File: src/rtl/sid_regs_pkg.sv
// Shared definitions for the SID Voice-1 register scheduler:
// register map, valid-address mask and commit FSM states.
package sid_regs_pkg;

  localparam logic [2:0] REG_FLO = 3'd0;
  localparam logic [2:0] REG_FHI = 3'd1;
  localparam logic [2:0] REG_PW  = 3'd2;
  localparam logic [2:0] REG_ATK = 3'd4;
  localparam logic [2:0] REG_SUS = 3'd5;
  localparam logic [2:0] REG_WAV = 3'd6;

  // Bit n set = address n maps to a real register; 3 and 7 are holes.
  localparam logic [7:0] REG_VALID = 8'b0111_0111;

  typedef enum logic [1:0] {
    CLEAN = 2'd0,
    DIRTY = 2'd1,
    HELD  = 2'd2
  } commit_state_t;

endpackage

File: src/rtl/sid_wr_arb.sv
// Two-way write arbiter between the host and sequencer ports.
// Build option SID_SCHED_RR_EN: round-robin on contention (last-grant
// state kept, HOST_PRIO ignored); otherwise fixed priority per HOST_PRIO.
module sid_wr_arb #(
  parameter bit HOST_PRIO = 1'b1
) (
  input  logic clk,
  input  logic rst_n,
  input  logic h_valid,
  input  logic s_valid,
  output logic h_grant,
  output logic s_grant
);

`ifdef SID_SCHED_RR_EN
  logic last_host;

  // Remember which port won the most recent transfer; reset favours host next.
  always_ff @(posedge clk or negedge rst_n) begin
    if (!rst_n) begin
      last_host <= 1'b0;
    end else if (h_grant) begin
      last_host <= 1'b1;
    end else if (s_grant) begin
      last_host <= 1'b0;
    end
  end

  // On contention the port that did not win last time is granted.
  always_comb begin
    h_grant = h_valid && (!s_valid || !last_host);
    s_grant = s_valid && !h_grant;
  end
`else
  logic unused_clk_rst;
  assign unused_clk_rst = clk ^ rst_n;

  // Fixed priority on contention, selected by HOST_PRIO.
  always_comb begin
    h_grant = h_valid && (!s_valid || HOST_PRIO);
    s_grant = s_valid && !h_grant;
  end
`endif

endmodule

File: src/rtl/sid_reg_sched.sv
// SID Voice-1 register write scheduler: arbitrates host/sequencer byte
// writes into a shadow bank and commits the whole bank to the live outputs
// on an eligible frame_tick. Build option SID_SCHED_RR_EN selects
// round-robin arbitration in sid_wr_arb.
module sid_reg_sched
  import sid_regs_pkg::*;
#(
  parameter bit HOST_PRIO = 1'b1
) (
  input  logic        clk,
  input  logic        rst_n,
  input  logic        frame_tick,
  input  logic        commit_hold,
  input  logic        h_valid,
  output logic        h_ready,
  input  logic [2:0]  h_addr,
  input  logic [7:0]  h_data,
  input  logic        s_valid,
  output logic        s_ready,
  input  logic [2:0]  s_addr,
  input  logic [7:0]  s_data,
  output logic [15:0] sid_frequency,
  output logic [7:0]  sid_duration,
  output logic [7:0]  sid_attack,
  output logic [7:0]  sid_sustain,
  output logic [7:0]  sid_waveform,
  output logic        commit_pulse,
  output logic        pending
);

  logic          h_grant, s_grant;
  logic          wr_en, wr_hit;
  logic [2:0]    wr_addr;
  logic [7:0]    wr_data;
  logic [7:0]    sh_flo, sh_fhi, sh_pw, sh_atk, sh_sus, sh_wav;
  commit_state_t state;

  sid_wr_arb #(
    .HOST_PRIO (HOST_PRIO)
  ) u_arb (
    .clk     (clk),
    .rst_n   (rst_n),
    .h_valid (h_valid),
    .s_valid (s_valid),
    .h_grant (h_grant),
    .s_grant (s_grant)
  );

  assign h_ready = h_grant;
  assign s_ready = s_grant;
  assign pending = (state != CLEAN);

  // Select the single accepted write of this cycle.
  always_comb begin
    wr_en   = h_grant || s_grant;
    wr_addr = h_grant ? h_addr : s_addr;
    wr_data = h_grant ? h_data : s_data;
    wr_hit  = wr_en && REG_VALID[wr_addr];
  end

  // Shadow bank: accepted writes land here; hole addresses are dropped.
  always_ff @(posedge clk or negedge rst_n) begin
    if (!rst_n) begin
      sh_flo <= '0;
      sh_fhi <= '0;
      sh_pw  <= '0;
      sh_atk <= '0;
      sh_sus <= '0;
      sh_wav <= '0;
    end else if (wr_en) begin
      unique case (wr_addr)
        REG_FLO: sh_flo <= wr_data;
        REG_FHI: sh_fhi <= wr_data;
        REG_PW:  sh_pw  <= wr_data;
        REG_ATK: sh_atk <= wr_data;
        REG_SUS: sh_sus <= wr_data;
        REG_WAV: sh_wav <= wr_data;
        default: ;
      endcase
    end
  end

  // Commit FSM with registered live outputs; a write coinciding with a
  // commit sees the pre-write shadow copied and keeps the FSM dirty.
  always_ff @(posedge clk or negedge rst_n) begin
    if (!rst_n) begin
      state         <= CLEAN;
      sid_frequency <= '0;
      sid_duration  <= '0;
      sid_attack    <= '0;
      sid_sustain   <= '0;
      sid_waveform  <= '0;
      commit_pulse  <= 1'b0;
    end else begin
      commit_pulse <= 1'b0;
      unique case (state)
        CLEAN: begin
          if (wr_hit) state <= DIRTY;
        end
        DIRTY: begin
          if (commit_hold) begin
            state <= HELD;
          end else if (frame_tick) begin
            sid_frequency <= {sh_fhi, sh_flo};
            sid_duration  <= sh_pw;
            sid_attack    <= sh_atk;
            sid_sustain   <= sh_sus;
            sid_waveform  <= sh_wav;
            commit_pulse  <= 1'b1;
            state         <= wr_hit ? DIRTY : CLEAN;
          end
        end
        HELD: begin
          if (!commit_hold) state <= DIRTY;
        end
        default: state <= CLEAN;
      endcase
    end
  end

endmodule

File: config.mk
export PLATFORM = sky130hd
export DESIGN_NAME = sid_reg_sched
export DESIGN_NICKNAME = d
export VERILOG_FILES = /design/src/rtl/sid_regs_pkg.sv /design/src/rtl/sid_wr_arb.sv /design/src/rtl/sid_reg_sched.sv
export SDC_FILE = /design/constraint.sdc
export NUM_CORES = 1
export LEC_CHECK = 0
export ABC_CLOCK_PERIOD_IN_PS = 2800
export BUFFER_PORTS_ARGS = -buffer_cell sky130_fd_sc_hd__buf_2
export CORE_MARGIN = 2
export CORE_UTILIZATION = 42
export DETAILED_ROUTE_END_ITERATION = 7
export PLACE_DENSITY = 0.67
export RECOVER_POWER = 100
export SYNTH_ARGS = -nofsm -noshare
export SYNTH_HDL_FRONTEND = slang
export SYNTH_HIERARCHICAL = 1
export SYNTH_SLANG_ARGS = --single-unit
File: constraint.sdc
create_clock -name clk -period 2.8 [get_ports clk]
set_input_delay 0.14 -clock clk [delete_from_list [all_inputs] [get_ports clk]]
set_output_delay 0.14 -clock clk [all_outputs]
set_load 0.005 [all_outputs]
# Word-level counts from Yosys, hierarchy flattened
# Memories as Yosys holds them, arrays and structs flattened.
# Index checks and enable logic that the tools add are counted.
dict set report totals {
  rom_bits 8
  regBits 99
  memories 1
  out_inout_bits 52
  inputBits 28
  elab_cells 53
}
# name words word_bits rd rd_ports_with_merged_regs wr line_no
set memory_table {}
lappend memory_table {{(no name shown)} 8 1 1 0 0 sid_reg_sched.sv:58} ;# wr_hit = wr_en && REG_VALID[wr_addr];
dict set report classes {
  reduce_logical 15
  n_eq_ne 10
  n_lt_le_gt_ge 1
  bitwise 1
  n_mux 12
}
# op count
set op_table {}
lappend op_table {{2-bit AND reduction} 6}
lappend op_table {{3-bit == test (second input constant)} 3}
lappend op_table {{2-bit 2-to-1 mux} 4}
lappend op_table {{8-bit 2-to-1 mux} 1}
lappend op_table {{2-bit one-hot mux with 3 select lines} 1}
lappend op_table {{3-bit AND reduction} 2}
lappend op_table {{1-bit 2-to-1 mux} 5}
lappend op_table {{3-bit by 4-bit < comparator with 1-bit output (second input constant)} 1}
lappend op_table {{2-bit != test (second input constant)} 2}
lappend op_table {{3-bit by 1-bit == test with 1-bit output (second input constant)} 1}
lappend op_table {{3-bit by 2-bit == test with 1-bit output (second input constant)} 1}
lappend op_table {{3-bit logical NOT} 1}
lappend op_table {{3-bit 2-to-1 mux} 1}
lappend op_table {{3-bit != test (second input constant)} 1}
lappend op_table {{2-bit by 1-bit == test with 1-bit output (second input constant)} 1}
lappend op_table {{2-bit == test (second input constant)} 1}
lappend op_table {{1-bit logical AND} 2}
lappend op_table {{2-bit logical NOT} 1}
lappend op_table {{2-bit nonzero test} 1}
lappend op_table {{1-bit logical NOT} 1}
lappend op_table {{1-bit logical OR} 1}
lappend op_table {{1-bit NOT} 1}

# Longest topological paths before layout
dict set report logic_depth {
  word_depth 8
  ltp_mapped 5
  mapped_depth_nobuf 4
}

# Modules after synthesis
# Netlist, hierarchy kept.
# module seq_area_each_um2 area_per_inst_um2 cells_per_inst n_inst
set by_module_without_submodules {}
lappend by_module_without_submodules {sid_reg_sched 2477.4 3985.1 239 1}
lappend by_module_without_submodules {sid_wr_arb 0.0 21.3 2 1}

# Worst setup path before layout
# No wires, ideal clock.
dict set report synth_path {
  path_kind {in2reg}
  from {in h_valid}
  to {reg sh_pw[0]}
  setup_ns 0.125
  path_stages 5
  required_ns 2.675
  arrival_ns 1.489
  n_path_buf 2
  setup_slack_ns 1.187
  cell_sequence {buf_4 > buf_6 > or3b_4 > a22oi_4 > mux2_2}
}
dict set report synth_between {
  elab_chain_len 4
  word_cells_on_any_way 7
  cone_classes {eq/ne (1); mux (2); reduce/logical (4)}
}
# item line_no
set synth_rtl {}
lappend synth_rtl {{start, declared} sid_reg_sched.sv:14} ;# input logic h_valid,
lappend synth_rtl {{branches (longest 4 deep; another with 3-bit 2-to-1 mux)} n/a}
lappend synth_rtl {{end signal, assigned} sid_reg_sched.sv:74} ;# REG_PW: sh_pw <= wr_data;
lappend synth_rtl {{end, declared} sid_reg_sched.sv:35} ;# logic [7:0] sh_flo, sh_fhi, sh_pw, sh_atk, sh_sus, sh_wav;
# Several ways; the timed one is not identified.
# A chain may end at the register's enable or synchronous reset.

# Final worst setup path
dict set report layout_path {
  from {in h_valid}
  to {reg sh_pw[6]}
}
# Same word-level chain as after synthesis.

==> run_results.csv <==
group,metric,value,unit
floorplanning,die_w,102,µm
synthesis,synth.cell_area,4010,µm²
sta,worst_pin_slew,1.62,ns
critical_path,start_kind,"input pin",
synthesis,syn_inst,241,
final_layout,syn_to_final_growth,17.4,%
clock_tree,ctsHoldBuffers,1,
placed_design,gp_congestion,0.758,
clock_tree,cts_made_buffers,9,
clock_tree,clock_latency,0.36,ns
synthesis,synth_cell_types,25,
critical_path,cp-end-kind,"flip-flop",
run_status,status,"complete, but fails checks",
pwr,cellPowerDensity,920,nW/µm²
synthesis,yosysWarnings,6,
synthesis,syn_area_per_cell,16.6,µm²
final_layout,fin_nets,356,
sta,whs,0.0152,ns
grt,grt_first_pass_wirelength,12700,µm
clock_tree,cts_tree,"yes",
final_layout,stdcell_count,462,
sta,slew_violations,67,
grt,grt_max_degree,67,
grt,antenna_found_initial,0,
final_layout,diodes,0,
final_layout,area.sequential,2480,µm²
synthesis,syn_nets,269,
floorplanning,core_region_area,9240,µm²
grt,gr-total-overflow,0,
floorplanning,rows,35,
pwr,p_leak,2.06,nW
synthesis,synth_edf_count,0,
sta,hold_violations,0,
detailed_routing,ant_nets,0,
detailed_routing,dr.pass1.iters,4,
floorplanning,die_h,102,µm
synthesis,ys_seq_elements,99,
detailed_routing,drcViolationCount,0,
synthesis,synth-main-ff-cell,"dfrtp_1",
detailed_routing,via_per_inst,5.01,
detailed_routing,avgRoutedWirePerCell,17.1,µm
synthesis,seq_area_frac_synth,0.618,
clock_tree,path_clk_slew,0.09,ns
sta,setup_tns,0,ns
floorplanning,pin_count,80,
critical_path,worst_ep_arrival_time,2.24,ns
critical_path,crit_required,3.05,ns
sta,fin_crit_sh,0.710,
final_layout,multi_input_area,1460,µm²
grt,grt.total_usage,0.165,
placed_design,dp_hpwl,5440,µm
min_path,min_path_type,"in2reg",
run,cap_violations,1,
placed_design,place_inst,445,
floorplanning,die-area,10300,µm²
clock_tree,clkSinkCount,99,
clock_tree,cts_root_buffer,"clkbuf_8",
sta,setup_viol,0,
floorplanning,initial_core_util,0.434,
synthesis,synthArstFlopShare,1.00,
sta,max_clock_freq,503,MHz
sta,layout_min_cycle_time,1.99,ns
critical_path,cp_max_fo,23,
critical_path,critPathKind,"in2reg",
sta,grt_setup_unrepaired,"no",
sta,relSlewSlack,-0.0830,
clock_tree,cts.htree.levels,3,
pwr,ir_worst_vdd,0.430,mV
detailed_routing,routed_wl,7890,µm
clock_tree,cts_resized,0,
final_layout,nFillCells,817,
final_layout,finalCoreUtilization,0.509,
clock_tree,post_cts_buffers,0,
run_status,violations,"capacitance limit, slew limit",
clock_tree,cts_buffer_depth,2,
placed_design,io_buffers,79,
detailed_routing,num_vias,2315,
detailed_routing,drt-initial-drc-count,105,
sta,finalClockSkew,0.0132,ns
final_layout,layout-drive-gt1-share,0.553,
grt,grt_pass1_vias,2434,
synth_stat cells, types with 3 or more instances:
master,instances,area share
nand3b_1,3,0.0056
a22oi_4,6,0.032
mux2_2,101,0.28
nand2_1,4,0.0037
buf_2,5,0.0062
dfrtp_1,99,0.62
or3b_4,3,0.0084
mux2_1,3,0.0084
report_power, final:
part / switching, mW / internal (mW) / total (mW)
Sequential: 0.303 / 1.99 / 2.29
Combinational: 0.441 / 0.704 / 1.15
Clock: 0.505 / 0.382 / 0.887
logic make-up after synthesis:
family,count (synthesis),share of synthesized area
muxes,104,0.292
DFF,99,0.618
and+or+nand+nor,18,0.0337
AOI/OAI and AO/OA,10,0.0406
xor gates and xnor gates,1,0.00219
buffers and inverters,9,0.0128
critical path: stages:
cell      delay (ns)
clkbuf_1        0.38
nor2b_1         0.36
or3b_1          0.51
a22oi_4         0.45
mux2_2          0.39
cell usage in the layout, fill, tap and decap left out, types with 2 or more instances in the layout:
cell type / n
nor2b_1: 2
mux2_1: 3
dfrtp_1: 99
nand2_1: 4
nand3b_1: 3
a22oi_4: 6
buf_2: 52
inv_6: 2
buf_4: 4
or3b_4: 2
mux2_2: 101
clkinv_4: 2
clkbuf_8: 11
clkbuf_1: 26
final timing paths:
path,slack (ns),to,cells past startpoint,startpoint
max,0.81,sh_pw[6]$_DFFE_PN0P_,5,h_valid
min,0.02,state[0]$_DFFE_PN0P_,2,commit_hold
max reg2reg,1.22,sid_frequency[12]$_DFFE_PN0P_,3,state[1]$_DFFE_PN0P_
min reg2reg,0.49,sh_pw[3]$_DFFE_PN0P_,1,sh_pw[3]$_DFFE_PN0P_
max in group asynchronous,1.00,sid_waveform[7]$_DFFE_PN0P_,3,rst_n
min in group asynchronous,0.70,sid_attack[5]$_DFFE_PN0P_,2,rst_n
layout make-up:
| cell class | count | share of cell area |
|---|---|---|
| Clock buffer | 11 | 0.0322 |
| Clock inverter | 5 | 0.00905 |
| Inverter | 1 | 0.000798 |
| Multi-Input combinational cell | 133 | 0.311 |
| Sequential cell | 99 | 0.527 |
| Tap cell | 129 | 0.0343 |
| Timing Repair Buffer | 84 | 0.0857 |
metal layers:
metal | global-route usage | share of wire
met5 | 0 | 0
met4 | 0.0541 | 0.017
met3 | 0.0442 | 0.046
met2 | 0.261 | 0.48
met1 | 0.224 | 0.46
registers in the layout, indices dropped and copies added (netlist names):
signal / flops
sid_waveform: 8
sh_sus: 8
sh_wav: 8
sid_attack: 8
sid_frequency: 16
commit_pulse: 1
state: 2
sid_sustain: 8
sh_fhi: 8
sh_atk: 8
sh_flo: 8
sid_duration: 8
sh_pw: 8
through the flow:
| step | cell area [µm²] | setup slack [ns] | power, mW |
|---|---|---|---|
| 2_1_floorplan | 4010 | 1.19 | 2.96 |
| 3_3_place_gp | 4550 | 0.891 | 3.50 |
| 3_5_place_dp | 4550 | 0.846 | 3.55 |
| 4_1_cts | 4760 | 1.23 | 4.44 |
| 5_1_grt | 4700 | 0.671 | 4.62 |
| 6_report | 4700 | 0.812 | 4.32 |
Note: power is estimated with default switching activity, not from simulation.
